### config.mk
export PLATFORM = sky130hd
export DESIGN_NAME = motorb_act_stream
export DESIGN_NICKNAME = d
export VERILOG_FILES = /design/src/rtl/motorb_act_stream_pkg.sv /design/src/rtl/motorb_act_stream_lane.sv /design/src/rtl/motorb_act_stream.sv
export SDC_FILE = /design/constraint.sdc
export NUM_CORES = 1
export LEC_CHECK = 0
export ABC_AREA = 1
export BUFFER_PORTS_ARGS = -buffer_cell sky130_fd_sc_hd__buf_2
export CAP_MARGIN = 10
export CORE_UTILIZATION = 55
export DETAILED_ROUTE_END_ITERATION = 8
export PLACE_DENSITY_LB_ADDON = 0.15
export SLEW_MARGIN = 20
export SYNTH_ARGS = -nofsm -noshare
export SYNTH_HDL_FRONTEND = slang
export SYNTH_SLANG_ARGS = --single-unit
### constraint.sdc
create_clock -name ap_clk -period 2.2 [get_ports ap_clk]
set_input_delay 0.22 -clock ap_clk [delete_from_list [all_inputs] [get_ports ap_clk]]
set_output_delay 0.22 -clock ap_clk [all_outputs]
set_load 0.005 [all_outputs]
### src/rtl/motorb_act_stream_pkg.sv
// motorB activation stream: shared mode/state encodings and lane slicing helper.
package motorB_act_pkg;

  typedef enum logic [1:0] {
    ACT_RELU     = 2'd0,
    ACT_LEAKY    = 2'd1,
    ACT_CLIP     = 2'd2,
    ACT_RELU_ALT = 2'd3
  } act_mode_e;

  typedef enum logic [1:0] {
    IDLE  = 2'd0,
    RUN   = 2'd1,
    DRAIN = 2'd2,
    DONE  = 2'd3
  } act_state_e;

  // Low bit index of lane k in a packed beat of w-bit words.
  function automatic int lane_lo(input int k, input int w);
    return k * w;
  endfunction

endpackage

### src/rtl/motorb_act_stream_lane.sv
// Single-lane combinational activation. Sign/zero and clip-compare flags are
// precomputed one stage earlier so this stage is only a mux plus a fixed shift.
module motorB_act_lane
  import motorB_act_pkg::*;
#(
  parameter int             W          = 32,
  parameter int             LEAK_SHIFT = 3,
  parameter logic [W-1:0]   CLIP_VAL   = '0
)(
  input  logic [W-1:0] i_x,
  input  act_mode_e    i_mode,
  input  logic         i_pos,      // x > 0
  input  logic         i_gt_clip,  // x > CLIP_VAL (signed)
  output logic [W-1:0] o_y
);

  logic signed [W-1:0] w_shr;

  // Arithmetic shift rounds toward -inf; most-negative input needs no special case.
  assign w_shr = $signed(i_x) >>> LEAK_SHIFT;

  // Mode select; code 3 aliases plain ReLU.
  always_comb begin
    o_y = '0;
    case (i_mode)
      ACT_LEAKY: o_y = i_pos ? i_x : w_shr;
      ACT_CLIP:  o_y = !i_pos ? '0 : (i_gt_clip ? CLIP_VAL : i_x);
      default:   o_y = i_pos ? i_x : '0;
    endcase
  end

endmodule

### src/rtl/motorb_act_stream.sv
// motorB activation stream top: ap_start/ap_done frame controller around a
// two-stage valid/ready pipeline applying ReLU / leaky / clipped-ReLU per lane.
module motorb_act_stream
  import motorB_act_pkg::*;
#(
  parameter int           W          = 32,
  parameter int           I          = 8,
  parameter int           N_CH       = 4,
  parameter int           FRAME_LEN  = 16,
  parameter int           LEAK_SHIFT = 3,
  parameter logic [W-1:0] CLIP_VAL   = {{(W-3){1'b0}}, 3'd6} << (W-I)
)(
  input  logic              ap_clk,
  input  logic              ap_rst_n,
  input  logic              ap_start,
  input  logic [1:0]        mode,
  output logic              ap_idle,
  output logic              ap_done,
  input  logic              in_valid,
  output logic              in_ready,
  input  logic [N_CH*W-1:0] in_data,
  output logic              out_valid,
  input  logic              out_ready,
  output logic [N_CH*W-1:0] out_data
);

  localparam int            CW = $clog2(FRAME_LEN + 1);
  localparam logic [CW-1:0] FL = CW'(FRAME_LEN);

  act_state_e        r_state, w_state_nxt;
  act_mode_e         r_mode_q;
  logic [CW-1:0]     r_in_cnt, r_out_cnt;
  logic [1:0]        r_vld_pipe;            // [0] = S1, [1] = S2 (out_valid)
  logic [N_CH*W-1:0] r_s1_data, r_out_data;
  logic [N_CH-1:0]   r_s1_pos, r_s1_gt;
  logic [N_CH-1:0]   w_pos, w_gt;
  logic [N_CH*W-1:0] w_y;
  logic              w_s1_adv, w_s2_adv, w_in_fire, w_out_fire, w_start;

  // A stage may load when its successor is empty or draining this cycle.
  assign w_s2_adv   = !r_vld_pipe[1] || out_ready;
  assign w_s1_adv   = !r_vld_pipe[0] || w_s2_adv;
  assign w_in_fire  = in_valid && in_ready;
  assign w_out_fire = r_vld_pipe[1] && out_ready;
  assign w_start    = (r_state == IDLE) && ap_start;
  assign out_valid  = r_vld_pipe[1];
  assign out_data   = r_out_data;

  // State register.
  always_ff @(posedge ap_clk) begin
    if (!ap_rst_n) r_state <= IDLE;
    else           r_state <= w_state_nxt;
  end

  // Next-state: frame ends once every accepted beat has left the pipe.
  always_comb begin
    w_state_nxt = r_state;
    case (r_state)
      IDLE:    if (ap_start)          w_state_nxt = RUN;
      RUN:     if (r_in_cnt == FL)    w_state_nxt = DRAIN;
      DRAIN:   if (r_out_cnt == FL)   w_state_nxt = DONE;
      default:                        w_state_nxt = IDLE;
    endcase
  end

  // Status outputs and input acceptance.
  always_comb begin
    ap_idle  = (r_state == IDLE);
    ap_done  = (r_state == DONE);
    in_ready = (r_state == RUN) && (r_in_cnt < FL) && w_s1_adv;
  end

  // Mode latch and beat counters; counters saturate at FRAME_LEN.
  always_ff @(posedge ap_clk) begin
    if (!ap_rst_n) begin
      r_mode_q  <= ACT_RELU;
      r_in_cnt  <= '0;
      r_out_cnt <= '0;
    end else if (w_start) begin
      r_mode_q  <= act_mode_e'(mode);
      r_in_cnt  <= '0;
      r_out_cnt <= '0;
    end else begin
      if (w_in_fire  && r_in_cnt  != FL) r_in_cnt  <= r_in_cnt  + CW'(1);
      if (w_out_fire && r_out_cnt != FL) r_out_cnt <= r_out_cnt + CW'(1);
    end
  end

  // Pipeline: S1 captures raw beat + flags, S2 captures the activated result.
  always_ff @(posedge ap_clk) begin
    if (!ap_rst_n) begin
      r_vld_pipe <= '0;
      r_s1_data  <= '0;
      r_s1_pos   <= '0;
      r_s1_gt    <= '0;
      r_out_data <= '0;
    end else begin
      if (w_s1_adv) begin
        r_vld_pipe[0] <= w_in_fire;
        if (w_in_fire) begin
          r_s1_data <= in_data;
          r_s1_pos  <= w_pos;
          r_s1_gt   <= w_gt;
        end
      end
      if (w_s2_adv) begin
        r_vld_pipe[1] <= r_vld_pipe[0];
        if (r_vld_pipe[0]) r_out_data <= w_y;
      end
    end
  end

  for (genvar k = 0; k < N_CH; k++) begin : g_lane
    logic [W-1:0] w_x;
    assign w_x      = in_data[lane_lo(k, W) +: W];
    assign w_pos[k] = !w_x[W-1] && (|w_x);
    assign w_gt[k]  = $signed(w_x) > $signed(CLIP_VAL);

    motorB_act_lane #(
      .W          (W),
      .LEAK_SHIFT (LEAK_SHIFT),
      .CLIP_VAL   (CLIP_VAL)
    ) u_lane (
      .i_x       (r_s1_data[lane_lo(k, W) +: W]),
      .i_mode    (r_mode_q),
      .i_pos     (r_s1_pos[k]),
      .i_gt_clip (r_s1_gt[k]),
      .o_y       (w_y[lane_lo(k, W) +: W])
    );
  end

endmodule

Word level (Yosys, flattened, before mapping)
Index checks and enable logic that the tools add are counted.
{ "classes": {"addsub": 2, "n_lt_le_gt_ge": 5, "eq_ne": 12, "bitwise": 1, "mux": 24, "n_reduce_logical": 28} }
{ "ops": {"columns": ["cell", "n"], "rows": [
  ["2-to-1 mux 32 bit", 12],
  ["case mux 32 bit (2 select lines)", 4],
  ["greater-than comparator 32 x 28 -> 1 bit, second input constant", 4],
  ["OR reduction 32 bit", 4],
  ["2-to-1 mux 31 bit", 4],
  ["logical AND 1 bit", 11],
  ["adder 5 x 1 -> 5 bit, second input constant", 2],
  ["== test 5 bit, second input constant", 2],
  ["!= test 5 bit, second input constant", 2],
  ["== test 2 bit, second input constant", 3],
  ["logical NOT 1 bit", 6],
  ["2-to-1 mux 2 bit", 3],
  ["!= test 2 bit, second input constant", 3],
  ["case mux 2 bit (3 select lines)", 1],
  ["less-than comparator 5 bit, second input constant", 1],
  ["== test 2 x 1 -> 1 bit, second input constant", 2],
  ["AND reduction 2 bit", 2],
  ["AND reduction 3 bit", 1],
  ["logical NOT 2 bit", 1],
  ["logical OR 1 bit", 2],
  ["OR reduction 2 bit", 1],
  ["NOT 1 bit", 1]
]} }
{ "word_totals": {"wordCells": 82, "input_bits": 135, "ff_bits": 280, "output_inout_bits": 132} }

Longest topological paths before layout
{ "depth": {"depth_word": 6, "depth_mapped": 12, "depth_no_buf": 10} }

Hierarchy
Synthesis repeated with hierarchy kept, for this count alone.
{ "unflattened": {"cells_unflattened": 2209, "hier_area_um2": 14466.4} }
{ "modules_own_cells": {"columns": ["mod", "cells_per_inst", "area_each_um2", "instances", "seq_area_each_um2"], "rows": [
  ["motorb_act_stream", 1457, 10682.7, 1, 5605.4],
  ["motorB_act_lane", 188, 945.9, 4, 0.0]
]} }

Least setup slack after synthesis
Ideal clock, no wire load.
{ "synth_timing": {"path_kind": "register -> register", "start": "reg r_mode_q[0]", "end": "reg r_out_data[102] (netlist: out_data[102])", "path_stages_with_launch": 11, "required_time_ns": 2.072, "n_path_buf": 2, "setup_time_ns": 0.128, "t_arrival_ns": 1.438, "synth_period_minus_slack_ns": 1.567, "slack_ns": 0.633, "path_cell_list": "dfxtp_1 -> inv_1 -> ha_1 -> buf_6 -> inv_4 -> nand2_2 -> nand2_2 -> nand2_4 -> buf_6 -> o211ai_1 -> a21oi_1"} }
{ "synth_via": {"elab_chain_cells": 2, "word_cells_on_any_way": 3, "cone_classes": "eq/ne: 2; mux: 1"} }
{ "synth_lines": {"columns": ["item", "line", "source"], "rows": [
  ["from (decl)", "motorb_act_stream.sv:31", "act_mode_e r_mode_q;"],
  ["from (signal assigned)", "motorb_act_stream.sv:80", "r_mode_q <= act_mode_e'(mode);"],
  ["== test 2 bit or == test 2 x 1 -> 1 bit (tied branches)", "motorb_act_stream_lane.sv:25", "case (i_mode)"],
  ["case mux 32 bit (2 select lines) (*)", "motorb_act_stream_lane.sv:25", null],
  ["to (signal assigned)", "motorb_act_stream.sv:108", "if (r_vld_pipe[0]) r_out_data <= w_y;"],
  ["to (decl)", "motorb_act_stream.sv:34", "logic [N_CH*W-1:0] r_s1_data, r_out_data;"]
]} }
Mark *: on every way between the ends. The rest lies on a longest branch, timed or not.
A chain may end at the register's enable or synchronous reset.

Worst setup path after layout
{ "layout_timing": {"start": "reg r_state[1]", "end": "out in_ready"} }
{ "layout_via": {"elab_chain_cells": 3} }
{ "layout_lines": {"columns": ["item", "line", "source"], "rows": [
  ["from (decl)", "motorb_act_stream.sv:30", "act_state_e r_state, w_state_nxt;"],
  ["from (signal assigned)", "motorb_act_stream.sv:52", "else r_state <= w_state_nxt;"],
  ["== test 2 x 1 -> 1 bit", "motorb_act_stream.sv:70", "in_ready = (r_state == RUN) && (r_in_cnt < FL) && w_s1_adv;"],
  ["logical AND 1 bit (2 in a row)", "motorb_act_stream.sv:70", null],
  ["to (decl)", "motorb_act_stream.sv:20", "output logic in_ready,"]
]} }
No other way between the ends.

==> reports/qor.txt <==
Worst setup startpoint: r_state[1]
Reg2Reg Capture Point: out_data[5]
Via Count: 13000
CTS sink cnt: 280
Largest area contributor in the netlist: dfxtp_1
Clk_skew: 0.0187 ns
Area share of the largest cell type after synthesis: 43.3%
First-pass GRT wire length: 59.1 mm
Chip Width: 155 µm
Crit path top cell by count: inv_1
Min cycle time layout: 1.97 ns
Critical path's slowest cell: dfxtp_1
CTS root buffer: clkbuf_16
Crit path capture: in_ready
Yosys warns: 0
Worst endpoint required time: 1.98 ns
Number of enable flip-flop cells after synthesis: 0
Initial Util: 56.7%
Mapped Cells: 1748
Port-buffer cells: 266
Crit-path max FO: 5
Max Cap Violations: 0
Ports: 267
Vias in the first global route: 12200
Buffers plus inverters on the worst setup path: 4
Most Crowded Layer GR: met2
Mapped cell area: 0.0129 mm²
Final nets: 2191
Final worst-path cycle share: 89.7%
Clock Pin Slew Worst Setup and Hold Paths: 0.06 ns
Setup TNS: 0 ns
Slew Viols, Final: 0
Synth top area cells: dfxtp_1 43%, o21ai_0 14%, a21oi_1 9.8%, inv_1 6.2%, nand2_1 5.3%
Met1 GRT Util: 38.0%
Crit-path leading delay family: buffers and inverters
Reg2reg start: r_mode_q[0]
Ant. Diodes: 0
WS Path Type: reg2out
Initial antenna violation count: 0
Drc violations: 0
Cell variety after synth: 33
Instance count on the critical path: 7
Status: complete, no violations
CP endpoint kind: primary output
Max frequency: 0.507 GHz
Proportion of layout cells with a drive suffix above 1: 19.7%
Synthesized Nets: 1893
Worst skew pair latency: 0.55 ns
Number of core rows: 55
DP HPWL: 22.7 mm
CP arrival: 1.75 ns
Leakage power: 6.99 nW
Pre-antenna DRT Iters: 6
Gr ovfl total: 0
Hold Path Class: in2reg
# Post-CTS Setup Buffers: 0
Area Overhead vs Synth: 26.2%
Core area: 0.0228 mm²
Synth Flop Type: dfxtp_1
Util after Layout: 71.5%
CTS Buffer Depth: 3
Crit-path cells: inv_1 > ha_1 > inv_1 > nor2_4 > nand2_2 > inv_2 > buf_2
Least-Margin Pin Slew: 0.457 ns
Die height: 155 µm
Vias per cell: 5.47
Max incr delay on CP: 0.32 ns
FILL cells: 1914
Met2 GRT Util: 50.1%
TritonCTS Buffers: 30
Placer Congestion: 0.848
DR iter-0 viols: 913
Register area share after synthesis: 43.3%
Register Area: 0.00561 mm²
Post-route antenna net violation count: 0
DIE AREA: 0.0242 mm²
CTS H-tree lvls: 1
Global routing usage on met3: 4.18%
Hold Vio Cnt, Final: 0
Setup repair after global routing missed its margin: false
R2R depth: 8
GRT Overall Usage: 29.5%
Crit path launch type: flop
WL per Instance: 15.3 µm
Syn_area_per_cell: 7.41 µm²
Multi-input gate area: 0.00589 mm²
Reg2Reg Setup Slack: 0.25 ns
CTS tree: done
Final wirelength: 36.3 mm
Pwr Density: 913 mW/mm²
Synthesized flop and latch total: 280
Finish-stage setup viols: 0
Largest net degree at the start of global routing: 93
Post-CTS sizing: 0
Peak supply drop: 0.553 mV
Async set-reset flop share out of synthesis: 0%
Slew margin rel.: 69.5%
-- worst register-to-register path: stages, from the launching register on --
cell and delay, ns:
dfxtp_1 0.34, inv_1 0.08, ha_4 0.44, inv_4 0.17, nand2_2 0.11, nand2_2 0.07
nand2_4 0.35, o211ai_1 0.16, a21oi_1 0.16
-- cells in the mapped netlist, types with 3 or more instances --
master / instances
clkbuf_1: 71
buf_2: 36
nand4_1: 8
buf_6: 9
nor2_1: 110
a21oi_2: 20
o21ai_0: 366
buf_1: 3
nand3_1: 19
o211ai_2: 20
buf_4: 5
a21oi_1: 254
nand2_4: 4
nor2_4: 3
dfxtp_1: 280
inv_2: 7
ha_1: 10
inv_1: 214
a31oi_1: 10
o211ai_1: 84
a211oi_1: 3
nand2_1: 184
nand2_2: 11
nor3_2: 4
-- worst min-delay path by stage --
stage	startpoint	end	cells past startpoint
finish	in_data[58]	r_s1_data[58]	3
global route	in_data[58]	r_s1_data[58]	3
CTS	in_data[25]	r_s1_data[25]	3
detailed placement	r_s1_data[46]	r_s1_data[46]	2
global placement	out_data[92]	out_data[92]	2
floorplan	in_data[0]	r_s1_data[0]	2
-- sequential cells by signal, indices dropped and copies added (netlist names) --
register    cells
r_mode_q        2
r_state         2
r_s1_pos        4
r_in_cnt        5
r_vld_pipe      2
r_s1_data     128
r_out_cnt       5
r_s1_gt         4
out_data      128
-- cells by family (layout without fill, tap and decap cells) --
logic type                 Yosys count  after routing  share of synthesized area, %
buffers and inverters              350            668                          11.4
xor gates and xnor gates             1              1                        0.0677
DFF                                280            280                          43.3
and+or+nand+nor                    347            347                          11.3
adders and majority gates           10             10                         0.966
AOI/OAI and AO/OA                  760            760                          33.0
-- cells in the final DEF (no fill, tap or decap), drive strengths merged --
cell and instances:
and3 1, nand4 8, clkbuf 49, buf 295, a211oi 5, o21ai 367, o211ai 104, nor2 113
inv 222, nor3 6, a31oi 10, nand3 20, a21oi 274, clkinv 2, dfxtp 280, xnor2 1
ha 10, bufinv 1, dlygate4sd3 99, nand2 199
-- metrics by stage --
step,cell area (µm²),hold slack [ns],power (mW),cells,setup WS [ns]
3_5_place_dp,14400,0.452,10.1,2228,0.276
2_1_floorplan,12900,0.348,8.83,1748,0.633
6_report,16300,0.0122,14.9,2379,0.226
5_1_grt,16300,0.0262,15.7,2379,0.101
4_1_cts,16300,0.000205,14.9,2379,0.208
3_3_place_gp,14400,0.450,9.97,2228,0.332
-- cell type report --
type                    count  share of cell area, %
clock buffers              49                   5.35
clock inverters             3                  0.245
inverters                 222                   5.15
multi-input cells        1118                   36.0
flip-flops and latches    280                   34.3
well taps                 313                   2.40
repair buffers            394                   16.5
-- power by group --
part	switching [mW]	total, mW	internal [mW]
logic	2.50	3.85	1.35
registers	0.461	6.30	5.84
clock network	1.97	4.77	2.79
-- layer usage --
metal	part of all wire [%]	vias up
met3	6.1	89
met5	0	-
met2	47	458
met4	3.1	0
met1	43	5983
li1	-	6486
-- what timing repair did --
action,in CTS,in global routing
hold buffers,99,0
setup endpoints to repair,0,0
endpoints found under the hold margin,99,0
Power figures use the tool's default switching activity.
